[src/rtl/sequential_divider_if.sv]
// Start/done handshake bundle between a divider and the controller driving it.
// Operands flow toward the divider; status and results flow back.
interface sequential_divider_if #(
  parameter int N = 8,
  parameter int M = 4
);
  logic         start;
  logic [N-1:0] dividend;
  logic [M-1:0] divisor;
  logic         busy;
  logic         done;
  logic [N-1:0] quotient;
  logic [M-1:0] remainder;
  logic         div_zero;

  modport master (
    output start, dividend, divisor,
    input  busy, done, quotient, remainder, div_zero
  );

  modport slave (
    input  start, dividend, divisor,
    output busy, done, quotient, remainder, div_zero
  );
endinterface

[src/rtl/sequential_divider.sv]
// Unsigned restoring divider, one quotient bit per clock, MSB first.
// Latency: done N+1 edges after an accepted start (1 edge for divide-by-zero).
// Backpressure: none; start is only honoured in IDLE and is never queued.
module sequential_divider #(
  parameter int N = 8,
  parameter int M = 4
) (
  input  logic                      clk,
  input  logic                      rst,
  sequential_divider_if.slave       bus
);
  localparam int CW = $clog2(N + 1);

  typedef enum logic [1:0] {IDLE, CALC, DONE} state_t;

  state_t         state_q, state_d;
  logic [CW-1:0]  cnt_q, cnt_d;
  logic [N-1:0]   dvd_q, dvd_d;
  logic [M-1:0]   dvs_q, dvs_d;
  logic [M-1:0]   p_q, p_d;
  logic [N-1:0]   quo_q, quo_d;
  logic [M-1:0]   rem_q, rem_d;
  logic           dz_q, dz_d;

  logic [M:0]     p_shift;
  logic [M:0]     p_sub;
  logic           q_bit;
  logic [N-1:0]   dvd_next;

  // dvd_q shifts dividend bits out of the top while quotient bits enter at the bottom.
  always_comb begin
    p_shift  = {p_q, dvd_q[N-1]};
    p_sub    = p_shift - {1'b0, dvs_q};
    q_bit    = (p_shift >= {1'b0, dvs_q});
    dvd_next = {dvd_q[N-2:0], q_bit};
  end

  always_comb begin
    state_d = state_q;
    cnt_d   = cnt_q;
    dvd_d   = dvd_q;
    dvs_d   = dvs_q;
    p_d     = p_q;
    quo_d   = quo_q;
    rem_d   = rem_q;
    dz_d    = dz_q;
    unique case (state_q)
      IDLE: begin
        if (bus.start) begin
          dvd_d = bus.dividend;
          dvs_d = bus.divisor;
          p_d   = '0;
          rem_d = '0;
          if (bus.divisor == '0) begin
            quo_d   = '1;
            dz_d    = 1'b1;
            state_d = DONE;
          end else begin
            quo_d   = '0;
            dz_d    = 1'b0;
            cnt_d   = CW'(N);
            state_d = CALC;
          end
        end
      end
      CALC: begin
        dvd_d = dvd_next;
        p_d   = q_bit ? p_sub[M-1:0] : p_shift[M-1:0];
        cnt_d = cnt_q - CW'(1);
        if (cnt_q == CW'(1)) begin
          quo_d   = dvd_next;
          rem_d   = q_bit ? p_sub[M-1:0] : p_shift[M-1:0];
          state_d = DONE;
        end
      end
      DONE: begin
        state_d = IDLE;
      end
      default: state_d = IDLE;
    endcase
  end

  always_ff @(posedge clk) begin
    if (rst) begin
      state_q <= IDLE;
      cnt_q   <= '0;
      dvd_q   <= '0;
      dvs_q   <= '0;
      p_q     <= '0;
      quo_q   <= '0;
      rem_q   <= '0;
      dz_q    <= 1'b0;
    end else begin
      state_q <= state_d;
      cnt_q   <= cnt_d;
      dvd_q   <= dvd_d;
      dvs_q   <= dvs_d;
      p_q     <= p_d;
      quo_q   <= quo_d;
      rem_q   <= rem_d;
      dz_q    <= dz_d;
    end
  end

  assign bus.busy      = (state_q == CALC);
  assign bus.done      = (state_q == DONE);
  assign bus.quotient  = quo_q;
  assign bus.remainder = rem_q;
  assign bus.div_zero  = dz_q;
endmodule

[src/flat_wrapper.sv]
// flat-port wrapper written by rule: the top's interface ports become plain ports
module sequential_divider_flat 
#(
  parameter int N = 8,
  parameter int M = 4
)
  (clk, rst, bus_start, bus_dividend, bus_divisor, bus_busy, bus_done, bus_quotient, bus_remainder, bus_div_zero);
  sequential_divider_if #(.N(N), .M(M)) bus_i ();
  input  logic clk;
  input  logic rst;
  input wire logic [$bits(bus_i.start)-1:0] bus_start;
  input wire logic [$bits(bus_i.dividend)-1:0] bus_dividend;
  input wire logic [$bits(bus_i.divisor)-1:0] bus_divisor;
  output wire logic [$bits(bus_i.busy)-1:0] bus_busy;
  output wire logic [$bits(bus_i.done)-1:0] bus_done;
  output wire logic [$bits(bus_i.quotient)-1:0] bus_quotient;
  output wire logic [$bits(bus_i.remainder)-1:0] bus_remainder;
  output wire logic [$bits(bus_i.div_zero)-1:0] bus_div_zero;
  assign bus_i.start = bus_start;
  assign bus_i.dividend = bus_dividend;
  assign bus_i.divisor = bus_divisor;
  assign bus_busy = bus_i.busy;
  assign bus_done = bus_i.done;
  assign bus_quotient = bus_i.quotient;
  assign bus_remainder = bus_i.remainder;
  assign bus_div_zero = bus_i.div_zero;
  sequential_divider #(.N(N), .M(M)) u_core (.clk(clk), .rst(rst), .bus(bus_i));
endmodule
[config.mk]
export PLATFORM = sky130hd
export DESIGN_NAME = sequential_divider_flat
export DESIGN_NICKNAME = d
export VERILOG_FILES = /design/src/rtl/sequential_divider_if.sv /design/src/rtl/sequential_divider.sv /design/src/flat_wrapper.sv
export SDC_FILE = /design/constraint.sdc
export NUM_CORES = 1
export LEC_CHECK = 0
export CORE_MARGIN = 3
export CORE_UTILIZATION = 52
export CTS_CLUSTER_DIAMETER = 100
export DETAILED_ROUTE_END_ITERATION = 10
export PLACE_DENSITY = 0.9
export SYNTH_ARGS = -nofsm -noshare
export SYNTH_HDL_FRONTEND = slang
export SYNTH_SLANG_ARGS = --single-unit
[constraint.sdc]
create_clock -name clk -period 2.15 [get_ports clk]
set_input_delay 0.43 -clock clk [delete_from_list [all_inputs] [get_ports clk]]
set_output_delay 0.43 -clock clk [all_outputs]
set_load 0.05 [all_outputs]
# Word level (Yosys, flattened, before mapping)

Cells that the tools add are included.

$add $sub $neg: 2
Multiply operators: 0
Div/mod/pow operators: 0
$lt $le $gt $ge: 1
Eq/ne operators: 6
Shifts and indexed selects: 0
Muxes and demuxes: 19
Bitwise operators: 0
Reductions and logical operators: 8

Operators by type and width:

| kind                                                                   | number |
|---|---|
| 8-bit two-way mux                                                      | 4 |
| 8-bit one-hot mux with 2 select lines                                  | 2 |
| 4-bit one-hot mux with 2 select lines                                  | 3 |
| 4-bit two-way mux                                                      | 5 |
| 2-bit two-way mux                                                      | 3 |
| 2-bit AND reduction                                                    | 3 |
| 3-bit AND reduction                                                    | 2 |
| 5-bit by 4-bit >= comparator with 1-bit output                         | 1 |
| 4-bit by 1-bit equality test with 1-bit output (second input constant) | 1 |
| 4-bit logical NOT                                                      | 1 |
| 2-bit != test (second input constant)                                  | 2 |
| 2-bit one-hot mux with 2 select lines                                  | 1 |
| 4-bit by 1-bit subtractor with 4-bit output (second input constant)    | 1 |
| 4-bit subtractor                                                       | 1 |
| 2-bit by 1-bit equality test with 1-bit output (second input constant) | 1 |
| 2-bit equality test (second input constant)                            | 1 |
| 2-bit logical NOT                                                      | 1 |
| 2-bit by 1-bit != test with 1-bit output (second input constant)       | 1 |
| 2-bit nonzero test                                                     | 1 |
| 1-bit two-way mux                                                      | 1 |

Register bits after elaboration: 35
Latch bits: 0
Bits in writable memories: 0
ROM bits: 0
Input port bits: 15
Output and inout bits: 15
Logic and storage cells: 44
Memories kept: 0

# Longest topological paths before layout

Gate-level depths: netlist of run 1.

Word-level depth: 4
Mapped depth: 8
Mapped depth without buffers: 7

# Worst setup path before layout of run 1

OpenSTA, ideal clock, no wires.

Kind: reg-to-reg
Start point: register u_core.dvd_q[7]
End point: register u_core.p_q[0]
Setup time: 83 ps
Arrival: 1764 ps
Setup slack: 303 ps
Stages on the path, launching flop included: 8
Buffers on the path: 0
Clock period less this slack: 1847 ps
Path through: dfxtp_1 > inv_1 > ha_1 > nand2b_1 > a2111oi_4 > nor2_2 > mux2_4 > o31ai_4

Cells in the longest elaborated chain, start to end: 3
Elaborated cells between the ends (all ways): 4
Those cells by class: 1 x add/sub; 1 x order compare; 2 x mux

Ends and longest elaborated chain:

| item                                                                                      | line                                               | source |
|---|---|---|
| from (decl)                                                                               | sequential_divider.sv:18                           | `logic [N-1:0] dvd_q, dvd_d;` |
| from (signal assigned)                                                                    | sequential_divider.sv:96                           | `dvd_q <= dvd_d;` |
| 4-bit subtractor / 5-bit by 4-bit >= comparator with 1-bit output (equally long branches) | sequential_divider.sv:33, sequential_divider.sv:34 |  |
| 4-bit two-way mux *                                                                       | sequential_divider.sv:68                           | `p_d = q_bit ? p_sub[M-1:0] : p_shift[M-1:0];` |
| 4-bit one-hot mux with 2 select lines *                                                   | sequential_divider.sv:47                           | `unique case (state_q)` |
| to (signal assigned)                                                                      | sequential_divider.sv:98                           | `p_q <= p_d;` |
| to (decl)                                                                                 | sequential_divider.sv:20                           | `logic [M-1:0] p_q, p_d;` |

Mark *: on every way between the ends. The rest lies on a longest branch, timed or not.
A chain may end at the register's enable or synchronous reset.

# Worst setup path in the final report of run 1

Start point: register u_core.state_q[0]
End point: output bus_busy

Cells in the longest elaborated chain, start to end: 1

Ends and longest elaborated chain:

| item                                           | line                      | source |
|---|---|---|
| from (decl)                                    | sequential_divider.sv:16  | `state_t state_q, state_d;` |
| from (signal assigned)                         | sequential_divider.sv:94  | `state_q <= state_d;` |
| 2-bit by 1-bit equality test with 1-bit output | sequential_divider.sv:105 | `assign bus.busy = (state_q == CALC);` |
| to (decl)                                      | flat_wrapper.sv:14        | `output wire logic [$bits(bus_i.busy)-1:0] bus_busy;` |

Every way passes these cells.

==> key figures, run 1 <==
Outcome
  • Outcome: complete, no violations

Critical path
  • Worst EP required: 1.72 ns
  • Reg-to-Reg Start: u_core.dvd_q[7]
  • CP max FO: 12
  • Worst setup EP type: output port
  • Crit path from: u_core.state_q[0]
  • WP data arrival: roughly 1.6 ns
  • CP cell instances: nand2b_1, inv_1, buf_12
  • Worst Path Class, Setup: flop to output port
  • Critical-path top delay cell: dfxtp_1
  • Crit path largest cell delay: 0.55 ns
  • CP startpoint kind: flop

Clock tree
  • Number of setup buffers added after CTS: 0
  • CTS tree: yes
  • Post_cts resized: 0
  • Hold bufs inserted after CTS: 0
  • TritonCTS buffer count: 5
  • Root Buffer: clkbuf_4
  • Clock-pin transition on the worst setup and hold timing paths: 0.11 ns
  • Clk sinks: 35
  • Clock buffer depth: 2
  • Worst skew pair latency: 0.34 ns
  • H-tree levels: 2

Die
  • Die area: a little over 4000 sq um
  • Core area: roughly 3100 sq um
  • I/O pins: 30
  • Initial core utilization: 0.553
  • Die width: between 60 and 70 um
  • Die Y: between 60 and 70 um
  • Row cnt: 20

Logic synthesis
  • Mapped Nets: 220
  • Post-synthesis sequential area ratio: 0.408
  • Simple-Gate Fraction of Synth Area: 0.210
  • Synthesized instance count: 198
  • Post-synth cell types: 41
  • Number of synthesized flops with an enable pin: 0
  • Seq cells post-synth: 35
  • Syn Area/Cell: roughly 8.7 sq um
  • Synthesized area: about 1700 sq um
  • Synth Area in XOR/XNOR: 0.0153
  • Primary FF master, synth: dfxtp_1
  • Ys Warns: 0
  • Post-synthesis mux area share: 0.0408
  • Synth Area in Adders: 0.0554
  • Synth top area share: 0.408
  • Largest area contributor in the netlist: dfxtp_1
  • Synth area leaders: dfxtp_1 41%, nor2_1 8.8%, a311oi_1 6.6%
  • Synth Area in Compound Gates: 0.220
  • Largest family of logic cells by synthesized area: compound AO/OA/AOI/OAI gates
  • Async S/R FF share, synth: 0

Finish
  • Antenna Cells: 0
  • Util after Layout: 0.691
  • Leading cell types in the layout, fill and taps excluded: 40 x nor2_1, 35 x dfxtp_1, 27 x clkdlybuf4s50_1
  • Share of layout cells above drive strength 1: 0.112
  • Fillers: 262
  • Final instance area: around 2100 sq um
  • Syn-to-layout area delta: 24.9%
  • Nets: about 250
  • Commonest non-fill, non-tap cell in the layout: nor2_1

Timing
  • Final Critical Period: slightly above 2 ns
  • Setup violations, final: 0
  • Setup_tns: 0 ns
  • Clk_skew: about 0.013 ns
  • Final Cycle Share: 0.941
  • Max Clock Freq: between 0.4 and 0.5 GHz
  • Max-slew violation count: 0
  • Final Hold Fails: 0
  • RSZ-0062 raised after global routing: false
  • Least-Margin Pin Slew: around 0.51 ns
  • Max-Slew Margin vs Limit: 0.660

Pwr
  • Static Leak: roughly 0.83 nW
  • Power Internal: 1.06 mW
  • Logic pwr share: 0.330
  • Switch Pwr: 569 uW
  • Sequential power share: 0.460
  • Max rail drop VDD: 427 uV
  • Clk pwr share: 0.210
  • Switching portion of total power: 0.348
  • Cell area power density: 762 nW/um^2

GRT
  • Remaining global-route overflow: 0
  • Vias in the first global route: 1451
  • First-pass GRT wire length: 6.47 mm
  • Initial antenna violation count: 0
  • Global Route Usage Sum: 0.204
  • Largest net degree at the start of global routing: 19

Worst hold path
  • HP Class: flop to flop
  • Hold path start: u_core.bus.remainder[3]

Drt
  • Routed wire length: 3.93 mm
  • Vias: approximately 1500
  • DRT Pass-1 Iters: 4
  • Avg Vias per Cell: 5.54
  • # DRC: 0
  • Starting DRC count in detailed routing: 95
  • WL per Instance: 14.2 um
  • Post-DRT Antenna Nets: 0

Place
  • Port-buffer cells: 29
  • Final HPWL DP: approximately 2.9 mm
  • Placer Congestion: ~0.89
  • Placed cell areas: 2090 sq um

Job
  • Number of max-cap violations: 0
cells in the mapped netlist, types with 3 or more instances:
library cell and number:
ha_1 6, a311oi_1 13, nor2_1 40, a21oi_1 10
o2bb2ai_1 3, clkbuf_1 8, dfxtp_1 35, a211oi_1 3
nor3_1 5, inv_1 10, nand2_1 21, a2bb2oi_1 3
nand2b_1 3, mux2i_1 4
metal layers:
| layer | up-vias | GRT usage | part of all wire |
|---|---|---|---|
| met5 | - | 0 | 0 |
| met4 | 0 | 0.0943 | 0.018 |
| met3 | 7 | 0.0481 | 0.036 |
| met2 | 34 | 0.332 | 0.48 |
| met1 | 719 | 0.255 | 0.46 |
| li1 | 768 | - | - |
power by group through the flow:
stage / registers [mW] / logic [mW] / clock network (mW)
6_report: 0.751 / 0.540 / 0.343
5_1_grt: 0.758 / 0.584 / 0.381
4_1_cts: 0.750 / 0.537 / 0.350
3_5_place_dp: 0.764 / 0.534 / 0
3_3_place_gp: 0.763 / 0.519 / 0
2_1_floorplan: 0.814 / 0.324 / 0
worst max-delay path: cells and delay by family (launching register included):
kind | cells | cell delay, ns
and+or+nand+nor | 1 | 0.12
DFF | 1 | 0.55
buffers and inverters | 2 | 0.58
metrics by stage:
stage | setup slack (ns) | hold WS (ns) | total power, mW | cells
4_1_cts | 0.138 | 0.469 | 1.64 | 276
5_1_grt | 0.0258 | 0.484 | 1.72 | 276
3_3_place_gp | 0.177 | 0.433 | 1.28 | 268
6_report | 0.128 | 0.466 | 1.63 | 276
2_1_floorplan | 0.303 | 0.448 | 1.14 | 198
3_5_place_dp | 0.151 | 0.442 | 1.30 | 268
logic make-up after synthesis:
logic type	Yosys count
DFF	35
and+or+nand+nor	82
buffers and inverters	21
muxes	6
AOI/OAI and AO/OA	44
xor gates and xnor gates	3
adders and majority gates	7
sequential cells by signal (all words and copies together) (netlist names):
name and cells:
u_core.state_q 2, u_core.dvd_q 8, u_core.dvs_q 4, u_core.bus.remainder 4, u_core.bus.quotient 8, u_core.p_q 4
u_core.cnt_q 4, u_core.bus.div_zero 1
final cells by class:
| type | count | area (sq um) | area share |
|---|---|---|---|
| Clock buffer | 7 | 45.0 | 0.0210 |
| Multi-Input combinational cell | 142 | 930 | 0.434 |
| Inverter | 10 | 37.5 | 0.0175 |
| Sequential cell | 35 | 701 | 0.327 |
| Timing Repair Buffer | 37 | 370 | 0.173 |
| Clock inverter | 1 | 5.00 | 0.00234 |
| Tap cell | 44 | 55.1 | 0.0257 |
worst paths after layout:
check                       endpoint  slack (ns)  cells after the start
max                         bus_busy        0.13                      3
max reg2reg            u_core.p_q[0]        0.14                      7
min          u_core.bus.remainder[3]        0.47                      1
min reg2reg  u_core.bus.remainder[3]        0.47                      1
Power figures use the tool's default switching activity.
==> run 2: changes to the inputs <==
Settings changed: MAX_ROUTING_LAYER set to met4.
==> run 2 against run 1 <==
Net effect:
- cell area unchanged
- setup slack improved by 0.0083 ns
- clock skew about the same
- cell count stayed put
- via count down 0.33%
- wire length shrank 0.61%
- global-route usage rose by 0.53 points
- utilization is the same
==> key figures, run 2 (same netlist as run 1, synthesis figures left out) <==
Timing
  • Max-Slew Margin vs Limit: 0.660
  • Setup_tns: 0 ns
  • Setup violations, final: 0
  • Clk_skew: 0.0134 ns
  • Max Clock Freq: 0.497 GHz
  • Final Cycle Share: 0.937
  • RSZ-0062 raised after global routing: false
  • Hold WS: 0.466 ns
  • Final Critical Period: between 2 and 2.5 ns
  • Max-slew violation count: 0
  • Least-Margin Pin Slew: 0.509 ns
  • Final Hold Fails: 0

Die
  • Die Y: 63.4 um
  • Initial core utilization: 0.553
  • Core area: 3100 sq um
  • I/O pins: 30
  • Die width: 63.4 um
  • Die area: 4020 sq um
  • Row cnt: 20

Pwr
  • Logic pwr share: 0.330
  • Switching portion of total power: 0.348
  • Sequential power share: 0.460
  • Power Internal: roughly 1.1 mW
  • Clk pwr share: 0.210
  • Cell area power density: ~760 nW/um^2
  • Max rail drop VDD: ~430 uV
  • Static Leak: 0.833 nW
  • Switch Pwr: 568 uW

Drt
  • Top sig layer: met4
  • Starting DRC count in detailed routing: 101
  • Routed length on met2: 1.90 mm
  • WL met1: 1.80 mm
  • Avg Vias per Cell: 5.52
  • Vias: 1523
  • Met3 wire len: 143 um
  • # DRC: 0
  • DRT Pass-1 Iters: 4
  • Routed wire length: 3.91 mm
  • WL per Instance: 14.2 um
  • Post-DRT Antenna Nets: 0

Critical path
  • R2R Path End: u_core.p_q[0]
  • CP max FO: 12
  • Worst setup EP type: output port
  • R2R depth: 7
  • Worst Path Class, Setup: flop to output port
  • Reg-to-reg setup timing slack: between 0.1 and 0.15 ns
  • Reg-to-Reg Start: u_core.dvd_q[7]
  • CP startpoint kind: flop
  • WP data arrival: 1.58 ns
  • Worst EP required: around 1.7 ns

Clock tree
  • Post_cts resized: 0
  • Worst skew pair latency: between 0.3 and 0.4 ns
  • CTS tree: yes
  • Clock-pin transition on the worst setup and hold timing paths: approximately 0.11 ns
  • Clock buffer depth: 2
  • TritonCTS buffer count: 5
  • H-tree levels: 2
  • Clk sinks: 35
  • Root Buffer: clkbuf_4
  • Hold bufs inserted after CTS: 0
  • Number of setup buffers added after CTS: 0

Worst hold path
  • HP Class: flop to flop
  • WHS Endpoint: u_core.bus.remainder[3]
  • Hold Path Stages: 1
  • Hold path start: u_core.bus.remainder[3]

Finish
  • Commonest non-fill, non-tap cell in the layout: nor2_1
  • Antenna Cells: 0
  • Syn-to-layout area delta: 24.9%
  • Leading cell types in the layout, fill and taps excluded: 40 x nor2_1, 35 x dfxtp_1, 27 x clkdlybuf4s50_1
  • Nets: 253
  • Final instance area: 2140 sq um
  • Share of layout cells above drive strength 1: 0.112

Place
  • Port-buffer cells: 29
  • Placer Congestion: around 0.91
  • Placed cell areas: roughly 2100 sq um
  • Final HPWL DP: a little under 3 mm

GRT
  • Largest net degree at the start of global routing: 19
  • Global Route Usage Sum: 0.210
  • Remaining global-route overflow: 0
  • First-pass GRT wire length: between 6 and 7 mm
  • Initial antenna violation count: 0
  • Vias in the first global route: 1452

Job
  • Number of max-cap violations: 0

Outcome
  • Outcome: complete, no violations
[run 2: cell counts in the layout (fill, tap and decap cells not counted)]
Identical to the previous run, type by type.
[run 2: cell type report]
type | count | area [sq um]
fill | 262 | 960
multi-input combinational | 142 | 930
sequential | 35 | 701
timing repair buffer | 37 | 370
tap | 44 | 55.1
clock buffer | 7 | 45.0
inverter | 10 | 37.5
clock inverter | 1 | 5.00
[run 2: critical path: stages (launching register included)]
cell      delay, ns
dfxtp_1        0.54
nand2b_1       0.12
inv_1          0.38
buf_12         0.20
[run 2: power groups by stage]
stage / sequential (mW) / clock [mW] / combinational, mW
after floorplan: 0.814 / 0 / 0.324
final: 0.751 / 0.344 / 0.539
after detailed placement: 0.764 / 0 / 0.534
after global placement: 0.763 / 0 / 0.519
after CTS: 0.750 / 0.350 / 0.537
after global routing: 0.758 / 0.381 / 0.584
[run 2: worst max-delay path by stage]
stage | from | slack (ns) | end | depth (start not counted)
final | u_core.state_q[0] | 0.14 | bus_busy | 3
after global routing | u_core.state_q[0] | 0.03 | bus_busy | 3
after floorplan | u_core.dvd_q[7] | 0.30 | u_core.p_q[0] | 7
after global placement | bus_divisor[0] | 0.18 | u_core.state_q[1] | 3
after CTS | u_core.state_q[0] | 0.14 | bus_busy | 3
after detailed placement | bus_start | 0.15 | u_core.cnt_q[2] | 6
[run 2: metal layers]
| metal | GRT usage | up-vias |
|---|---|---|
| met1 | 0.254 | 716 |
| met2 | 0.332 | 34 |
| met4 | 0.0943 | 0 |
| met3 | 0.0481 | 7 |
| met5 | - | - |
| li1 | - | 766 |
[run 2: stage by stage]
stage / setup slack (ns) / util / power [mW] / std cells
after floorplan: 0.303 / - / 1.14 / 198
after global placement: 0.177 / 0.675 / 1.28 / 268
after detailed placement: 0.151 / 0.675 / 1.30 / 268
after CTS: 0.138 / 0.691 / 1.64 / 276
after global routing: 0.0258 / 0.691 / 1.72 / 276
final: 0.136 / 0.691 / 1.63 / 276
